[src/rtl/riscv_pkg.sv]
// Shared RV32 decode constants, ALU function encoding and the issue bundle
// held by the decode/issue pipeline register.
package riscv_pkg;

    localparam int XLEN = 32;

    localparam logic [6:0] OPC_OP     = 7'b0110011;
    localparam logic [6:0] OPC_OP_IMM = 7'b0010011;

    localparam logic [2:0] F3_ADD  = 3'b000;
    localparam logic [2:0] F3_SLL  = 3'b001;
    localparam logic [2:0] F3_SLT  = 3'b010;
    localparam logic [2:0] F3_SLTU = 3'b011;
    localparam logic [2:0] F3_XOR  = 3'b100;
    localparam logic [2:0] F3_SR   = 3'b101;
    localparam logic [2:0] F3_OR   = 3'b110;
    localparam logic [2:0] F3_AND  = 3'b111;

    localparam logic [6:0] F7_BASE = 7'b0000000;
    localparam logic [6:0] F7_ALT  = 7'b0100000;

    // Shifts keep the shifter type in the low two bits.
    typedef enum logic [3:0] {
        ALU_ADD  = 4'b0000,
        ALU_SUB  = 4'b0001,
        ALU_AND  = 4'b0100,
        ALU_OR   = 4'b0101,
        ALU_XOR  = 4'b0110,
        ALU_SLT  = 4'b1000,
        ALU_SLTU = 4'b1001,
        ALU_SRL  = 4'b1100,
        ALU_SLL  = 4'b1101,
        ALU_SRA  = 4'b1110
    } alufn_e;

    localparam logic [1:0] SH_SRL = 2'b00;
    localparam logic [1:0] SH_SLL = 2'b01;
    localparam logic [1:0] SH_SRA = 2'b10;

    typedef struct packed {
        logic [XLEN-1:0] pc;
        logic [XLEN-1:0] a;
        logic [XLEN-1:0] b;
        logic [4:0]      shamt;
        logic [3:0]      alufn;
        logic [4:0]      rd;
        logic            we;
        logic            illegal;
    } ex_bundle_t;

    function automatic logic [XLEN-1:0] imm_i(input logic [31:0] instr);
        return {{(XLEN-12){instr[31]}}, instr[31:20]};
    endfunction

endpackage

[src/rtl/op_decode.sv]
// Combinational OP / OP-IMM decode into ALU function, shift amount,
// operand B, write enable and illegal flag.
module op_decode
    import riscv_pkg::*;
(
    input  logic [31:0]     instr,
    input  logic [XLEN-1:0] rs2,
    output logic [3:0]      alufn,
    output logic [4:0]      shamt,
    output logic [XLEN-1:0] op_b,
    output logic            we,
    output logic            illegal
);

    logic [6:0] opcode;
    logic [2:0] f3;
    logic [6:0] f7;
    logic       is_op;
    logic       is_imm;
    logic [4:0] sh_src;
    alufn_e     fn;
    logic       ill;
    logic       unused_rs1_field;

    assign opcode = instr[6:0];
    assign f3     = instr[14:12];
    assign f7     = instr[31:25];
    assign is_op  = (opcode == OPC_OP);
    assign is_imm = (opcode == OPC_OP_IMM);
    assign sh_src = is_imm ? instr[24:20] : rs2[4:0];
    assign unused_rs1_field = ^instr[19:15];

    always_comb begin
        fn    = ALU_ADD;
        ill   = 1'b0;
        shamt = 5'd0;
        if (!is_op && !is_imm) begin
            ill = 1'b1;
        end else begin
            case (f3)
                F3_ADD: begin
                    if (is_op && f7 == F7_ALT)       fn  = ALU_SUB;
                    else if (is_op && f7 != F7_BASE) ill = 1'b1;
                end
                F3_SLL: begin
                    if (f7 == F7_BASE) begin
                        fn    = ALU_SLL;
                        shamt = sh_src;
                    end else begin
                        ill = 1'b1;
                    end
                end
                F3_SR: begin
                    if (f7 == F7_BASE) begin
                        fn    = ALU_SRL;
                        shamt = sh_src;
                    end else if (f7 == F7_ALT) begin
                        fn    = ALU_SRA;
                        shamt = sh_src;
                    end else begin
                        ill = 1'b1;
                    end
                end
                default: begin
                    // OP-IMM ignores funct7 outside shifts; OP must have it clear.
                    if (is_op && f7 != F7_BASE) begin
                        ill = 1'b1;
                    end else begin
                        case (f3)
                            F3_SLT:  fn = ALU_SLT;
                            F3_SLTU: fn = ALU_SLTU;
                            F3_XOR:  fn = ALU_XOR;
                            F3_OR:   fn = ALU_OR;
                            default: fn = ALU_AND;
                        endcase
                    end
                end
            endcase
        end
    end

    assign alufn   = fn;
    assign illegal = ill;
    assign we      = !ill && (instr[11:7] != 5'd0);
    assign op_b    = is_imm ? imm_i(instr) : rs2;

endmodule

[src/rtl/id_ex_stage.sv]
// Decode/issue stage: single pipeline register with valid/ready backpressure
// and flush, presenting one decoded bundle at a time to the shifter and ALU.
module id_ex_stage
    import riscv_pkg::*;
(
    input  logic            clk,
    input  logic            rst_n,
    input  logic            in_valid,
    output logic            in_ready,
    input  logic [31:0]     in_instr,
    input  logic [XLEN-1:0] in_pc,
    input  logic [XLEN-1:0] in_rs1,
    input  logic [XLEN-1:0] in_rs2,
    input  logic            flush,
    input  logic            out_ready,
    output logic            out_valid,
    output logic [XLEN-1:0] out_pc,
    output logic [XLEN-1:0] out_a,
    output logic [XLEN-1:0] out_b,
    output logic [4:0]      out_shamt,
    output logic [3:0]      out_alufn,
    output logic [4:0]      out_rd,
    output logic            out_we,
    output logic            out_illegal
);

    ex_bundle_t bundle_q, bundle_d, dec_bundle;
    logic       valid_q, valid_d;
    logic       accept;

    op_decode u_op_decode (
        .instr   (in_instr),
        .rs2     (in_rs2),
        .alufn   (dec_bundle.alufn),
        .shamt   (dec_bundle.shamt),
        .op_b    (dec_bundle.b),
        .we      (dec_bundle.we),
        .illegal (dec_bundle.illegal)
    );

    assign dec_bundle.pc = in_pc;
    assign dec_bundle.a  = in_rs1;
    assign dec_bundle.rd = in_instr[11:7];

    assign in_ready = !valid_q || out_ready;
    assign accept   = in_valid && in_ready;

    // Flush wins: it drops the held bundle and discards anything accepted.
    always_comb begin
        valid_d  = valid_q;
        bundle_d = bundle_q;
        if (flush) begin
            valid_d = 1'b0;
        end else if (accept) begin
            valid_d  = 1'b1;
            bundle_d = dec_bundle;
        end else if (valid_q && out_ready) begin
            valid_d = 1'b0;
        end
    end

    always_ff @(posedge clk or negedge rst_n) begin
        if (!rst_n) begin
            valid_q  <= 1'b0;
            bundle_q <= '0;
        end else begin
            valid_q  <= valid_d;
            bundle_q <= bundle_d;
        end
    end

    assign out_valid   = valid_q;
    assign out_pc      = bundle_q.pc;
    assign out_a       = bundle_q.a;
    assign out_b       = bundle_q.b;
    assign out_shamt   = bundle_q.shamt;
    assign out_alufn   = bundle_q.alufn;
    assign out_rd      = bundle_q.rd;
    assign out_we      = bundle_q.we;
    assign out_illegal = bundle_q.illegal;

endmodule

[config.mk]
export PLATFORM = sky130hd
export DESIGN_NAME = id_ex_stage
export DESIGN_NICKNAME = d
export VERILOG_FILES = /design/src/rtl/riscv_pkg.sv /design/src/rtl/op_decode.sv /design/src/rtl/id_ex_stage.sv
export SDC_FILE = /design/constraint.sdc
export NUM_CORES = 1
export LEC_CHECK = 0
export ABC_AREA = 1
export CAP_MARGIN = 15
export CORE_AREA = 5 5 97 144
export CTS_BUF_LIST = sky130_fd_sc_hd__clkbuf_8
export DETAILED_ROUTE_END_ITERATION = 8
export DIE_AREA = 0 0 102 149
export MAX_ROUTING_LAYER = met4
export PLACE_DENSITY = 0.81
export SYNTH_ARGS = -nofsm -noshare
export SYNTH_HDL_FRONTEND = slang
export SYNTH_HIERARCHICAL = 1
export SYNTH_SLANG_ARGS = --single-unit
[constraint.sdc]
create_clock -name clk -period 1.2 [get_ports clk]
set_input_delay 0.18 -clock clk [delete_from_list [all_inputs] [get_ports clk]]
set_output_delay 0.18 -clock clk [all_outputs]
set_load 0.005 [all_outputs]
After elaboration in Yosys (flattened, before gate mapping) --
Index checks and enable logic that the tools add are counted.
Storage, ports and cells: register bits 113, input port bits 133, output and inout bits 114, word-level logic and storage cells 61
Cells by class: equality and inequality tests 9, muxes and demuxes 25, bitwise operators 1, reductions and logical operators 17
Operator list (count):
- two-way mux 32 bit | 1
- two-way mux 5 bit | 5
- two-way mux 4 bit | 5
- case mux 4 bit (4 select lines) | 1
- equality test 7 x 6 -> 1 bit, second input constant | 2
- case mux 4 bit (3 select lines) | 1
- two-way mux 1 bit | 10
- case mux 5 bit (2 select lines) | 1
- equality test 3 bit, second input constant | 3
- equality test 7 x 5 -> 1 bit, second input constant | 1
- zero test 7 bit | 1
- nonzero test 7 bit | 1
- equality test 3 x 2 -> 1 bit, second input constant | 2
- logical AND 1 bit | 6
- nonzero test 5 bit | 1
- zero test 1 bit | 4
- equality test 3 x 1 -> 1 bit, second input constant | 1
- zero test 3 bit | 1
- case mux 1 bit (3 select lines) | 1
- nonzero test 3 bit | 1
- AND reduction 2 bit | 1
- logical OR 1 bit | 1
- NOT 1 bit | 1

Logic depth before layout (Yosys ltp) --
word-level depth 8, depth in mapped cells 11, depth with buffers taken out 11

Modules after synthesis --
The synthesis kept the hierarchy.
By module, submodules not included:
- id_ex_stage | instances 1, cells an instance 491, area an instance 4456.8 sq um, seq. area each 2827.7 sq um
- op_decode | instances 1, cells an instance 159, area an instance 679.4 sq um, seq. area each 0.0 sq um

Worst setup path after synthesis --
OpenSTA, ideal clock, no wires.
path kind input to register, start point in in_instr[3], end point reg bundle_q, in the netlist out_b[21], setup time 0.116 ns, arrival time 1.113 ns, required time 1.084 ns, slack -0.030 ns, stages 10, path buffers 2, path through nor2_2 nand4_4 nor2_4 inv_2 buf_6 buf_6 nand2_1 nand2_1 nand3_1 nand2_1
RTL lines:
- from (decl) | line id_ex_stage.sv:10 | input logic [31:0] in_instr,
- to (signal assigned) | line id_ex_stage.sv:68 | bundle_q <= bundle_d;
- to (decl) | line id_ex_stage.sv:27 | ex_bundle_t bundle_q, bundle_d, dec_bundle;

Worst setup path after layout --
start point reg valid_q (netlist: out_valid), end point reg bundle_q, in the netlist out_a[30]
On the way: word-level cells in the longest chain between the ends 4
RTL lines:
- from (decl) | line id_ex_stage.sv:28 | logic valid_q, valid_d;
- from (signal assigned) | line id_ex_stage.sv:67 | valid_q <= valid_d;
- zero test 1 bit | line id_ex_stage.sv:45 | assign in_ready = !valid_q || out_ready;
- logical OR 1 bit | line id_ex_stage.sv:45
- logical AND 1 bit | line id_ex_stage.sv:46 | assign accept = in_valid && in_ready;
- AND reduction 2 bit (no source line)
No other way between the ends. A chain may end at the register's enable or synchronous reset.

==> results.json <==
{
  "outcome": "finished, violations left",
  "violations": "negative setup slack",
  "grt_usage_pct": 23.6,
  "setup_viol": 114,
  "hold_viol": 0,
  "fin_nets": 1090,
  "maxCapViolations": 0,
  "dp_slack_ns": -0.554,
  "grt_pass1_vias": 5441,
  "finalNonFillerCells": 1127,
  "final_util_pct": 70.9,
  "design.die.area_sq_um": 15200,
  "ioPinCount": 247,
  "clock_latency_ns": 0.43,
  "period_share_pct": 117,
  "layout-area-overhead-vs-synth_pct": 71.8,
  "critPathCaptureType": "flop",
  "netlist_area_sq_um": 5140,
  "crit_required_ns": 1.52,
  "synth_area_per_cell_sq_um": 7.90,
  "hpwl_um": 12200,
  "die_w_um": 102,
  "vdd_ir_drop_max_mv": 0.636,
  "finalCriticalPeriod_ns": 1.40,
  "overflow": 0,
  "synth_seq_cells": 113,
  "io_buffers": 241,
  "ant_nets": 0,
  "p_switching_w": 0.00328,
  "intPower_w": 0.00811,
  "initialDrtViolationCount": 224,
  "seq_area_frac_synth_pct": 55.1,
  "yosysUniqueCellTypes": 19,
  "yosys_warnings": 6,
  "cts_buffers": 17,
  "arrival_ns": 1.72,
  "drc": 0,
  "place.gp.congestion": 0.939,
  "pwr-share-comb_pct": 23.6,
  "grt_max_degree": 57,
  "skew_ns": 0.0127,
  "power_density_nw_per_um2": 1290,
  "syn_nets": 783,
  "fp-row-count": 50,
  "dr_total_vias": 5669,
  "cts_tree": "built",
  "initial_core_util_pct": 41.3,
  "antenna_found_initial": 1,
  "drv_slew": 0,
  "grt_pass1_wl_um": 27300,
  "vias_per_cell": 5.03,
  "die_h_um": 149,
  "crit_type": "flop to flop",
  "place_inst": 1044,
  "clk_pin_slew_worst_paths_ns": 0.08,
  "dr.pass1.iters": 4,
  "worst_pin_slew_ns": 0.407,
  "power_frac_seq_pct": 40.6,
  "crit_fanout": 8,
  "p_sw_share_pct": 28.8,
  "max_freq_ghz": 0.712,
  "syn_inst": 650,
  "cts_root_buffer": "clkbuf_8",
  "start_kind": "flop",
  "setup_ws_ns": -0.204,
  "p_clk_share_pct": 35.7,
  "htreeDepth": 4,
  "hold_class": "input pin to async pin",
  "core_sq_um": 12400,
  "cts.sinks": 113,
  "rsz0062_at_grt": "true",
  "clk_path_buf_depth": 2,
  "routedWlPerCell_um": 17.3,
  "power.leakage_nw": 4.78,
  "slew_headroom_pct": 72.8,
  "drive_gt1_share_pct": 33.5,
  "wl_um": 19500
}
[routing by layer]
metal / part of all wire (%) / routed length, um / vias to the layer above / track usage, %
li1: - / - / 2670 / -
met3: 6.9 / 1340 / 65 / 5.94
met2: 53 / 10400 / 251 / 40.1
met5: 0 / 0 / - / -
met4: 4.4 / 858 / 0 / 11.2
met1: 36 / 6910 / 2683 / 25.4
[power by group through the flow]
stage | Clock [W] | Sequential [W] | Combinational, W
floorplan | 0 | 0.00469 | 0.000686
global placement | 0 | 0.00463 | 0.00255
detailed placement | 0 | 0.00465 | 0.00260
CTS | 0.00415 | 0.00455 | 0.00238
global route | 0.00433 | 0.00469 | 0.00292
finish | 0.00407 | 0.00463 | 0.00269
[cell usage in the layout, fill, tap and decap left out, types with 2 or more instances in the layout]
master,n
inv_1,24
dfrtp_1,113
buf_2,112
nor2_4,3
nand2_2,58
inv_6,3
a21oi_1,4
nand2_1,229
nand3_2,2
nand2_4,21
buf_6,4
buf_4,58
nor3_1,2
buf_16,4
nand3_1,114
nand2_8,2
buf_12,14
clkbuf_8,18
nor2_1,18
nor2_2,2
inv_2,2
o21ai_0,10
clkinv_4,5
clkdlybuf4s50_1,126
clkbuf_16,8
bufinv_16,4
[registers in the layout, indices dropped and copies added, names as in the netlist]
register	cells
out_b	32
out_alufn	4
out_illegal	1
out_pc	32
out_valid	1
out_shamt	5
out_we	1
out_a	32
out_rd	5
[final timing paths]
kind                       slack (ns)        from  cells after the start         end
max                             -0.20   out_valid                      8   out_a[30]
min                              0.18       rst_n                      2   out_b[16]
max reg2reg                     -0.20   out_valid                      8   out_a[30]
min reg2reg                      0.47  out_pc[25]                      2  out_pc[25]
max in group asynchronous        0.49       rst_n                      3  out_pc[13]
min in group clk                 0.30    in_pc[9]                      3   out_pc[9]
[cell type report]
class	count	area [sq um]
fillers	964	3630
flip-flops and latches	113	2830
inverters	26	97.6
diodes	1	2.50
clock buffers	18	248
repair buffers	329	2920
clock inverters	14	203
well taps	156	195
multi-input cells	470	2330
[timing repair]
item	4_1_cts	5_1_grt
buffers inserted	29	6
endpoints found under the setup margin	159	121
hold buffers	1	0
pin swaps	1	1
gates cloned	2	12
hold endpoints to repair	113	0
gates resized for setup	469	107
[stage by stage]
| step | TNS [ns] | power, W | hold slack (ns) | instance area [sq um] |
|---|---|---|---|---|
| floorplan | -0.0976 | 0.00537 | -0.116 | 5140 |
| detailed placement | -41.47 | 0.00725 | 0.0677 | 7960 |
| global route | -24.02 | 0.0119 | 0.181 | 8820 |
| global placement | -38.27 | 0.00718 | 0.0656 | 7960 |
| finish | -16.79 | 0.0114 | 0.178 | 8820 |
| CTS | -13.46 | 0.0111 | 0.132 | 8210 |
[synthesized netlist by cell type (all sizes together)]
cell type  instances  share of area [%]
nand2            309                 23
nand3            116                 11
dfrtp            113                 55
buf               33                4.0
inv               26                1.9
nor2              23                2.0
o21ai             12                1.2
clkbuf             9               0.66
a21oi              4               0.39
nand4              2               0.54
nor3               2               0.19
nor3b              1               0.15
[critical path: stages, from the launching register on]
cell and delay, ns:
dfrtp_1 0.39, buf_6 0.12, nand2_4 0.06, buf_6 0.11, buf_12 0.13, nand2_8 0.13, clkbuf_16 0.23, nand2_2 0.06
nand2_1 0.06
[cells by family (layout without fill, tap and decap cells)]
logic type	after synthesis	in the layout	synth area share [%]
flops	113	113	55.1
compound gates	16	16	1.56
simple gates	453	454	36.8
other cells	0	1	0
buf+inv	68	387	6.55
Note: power is estimated with default switching activity, not from simulation.
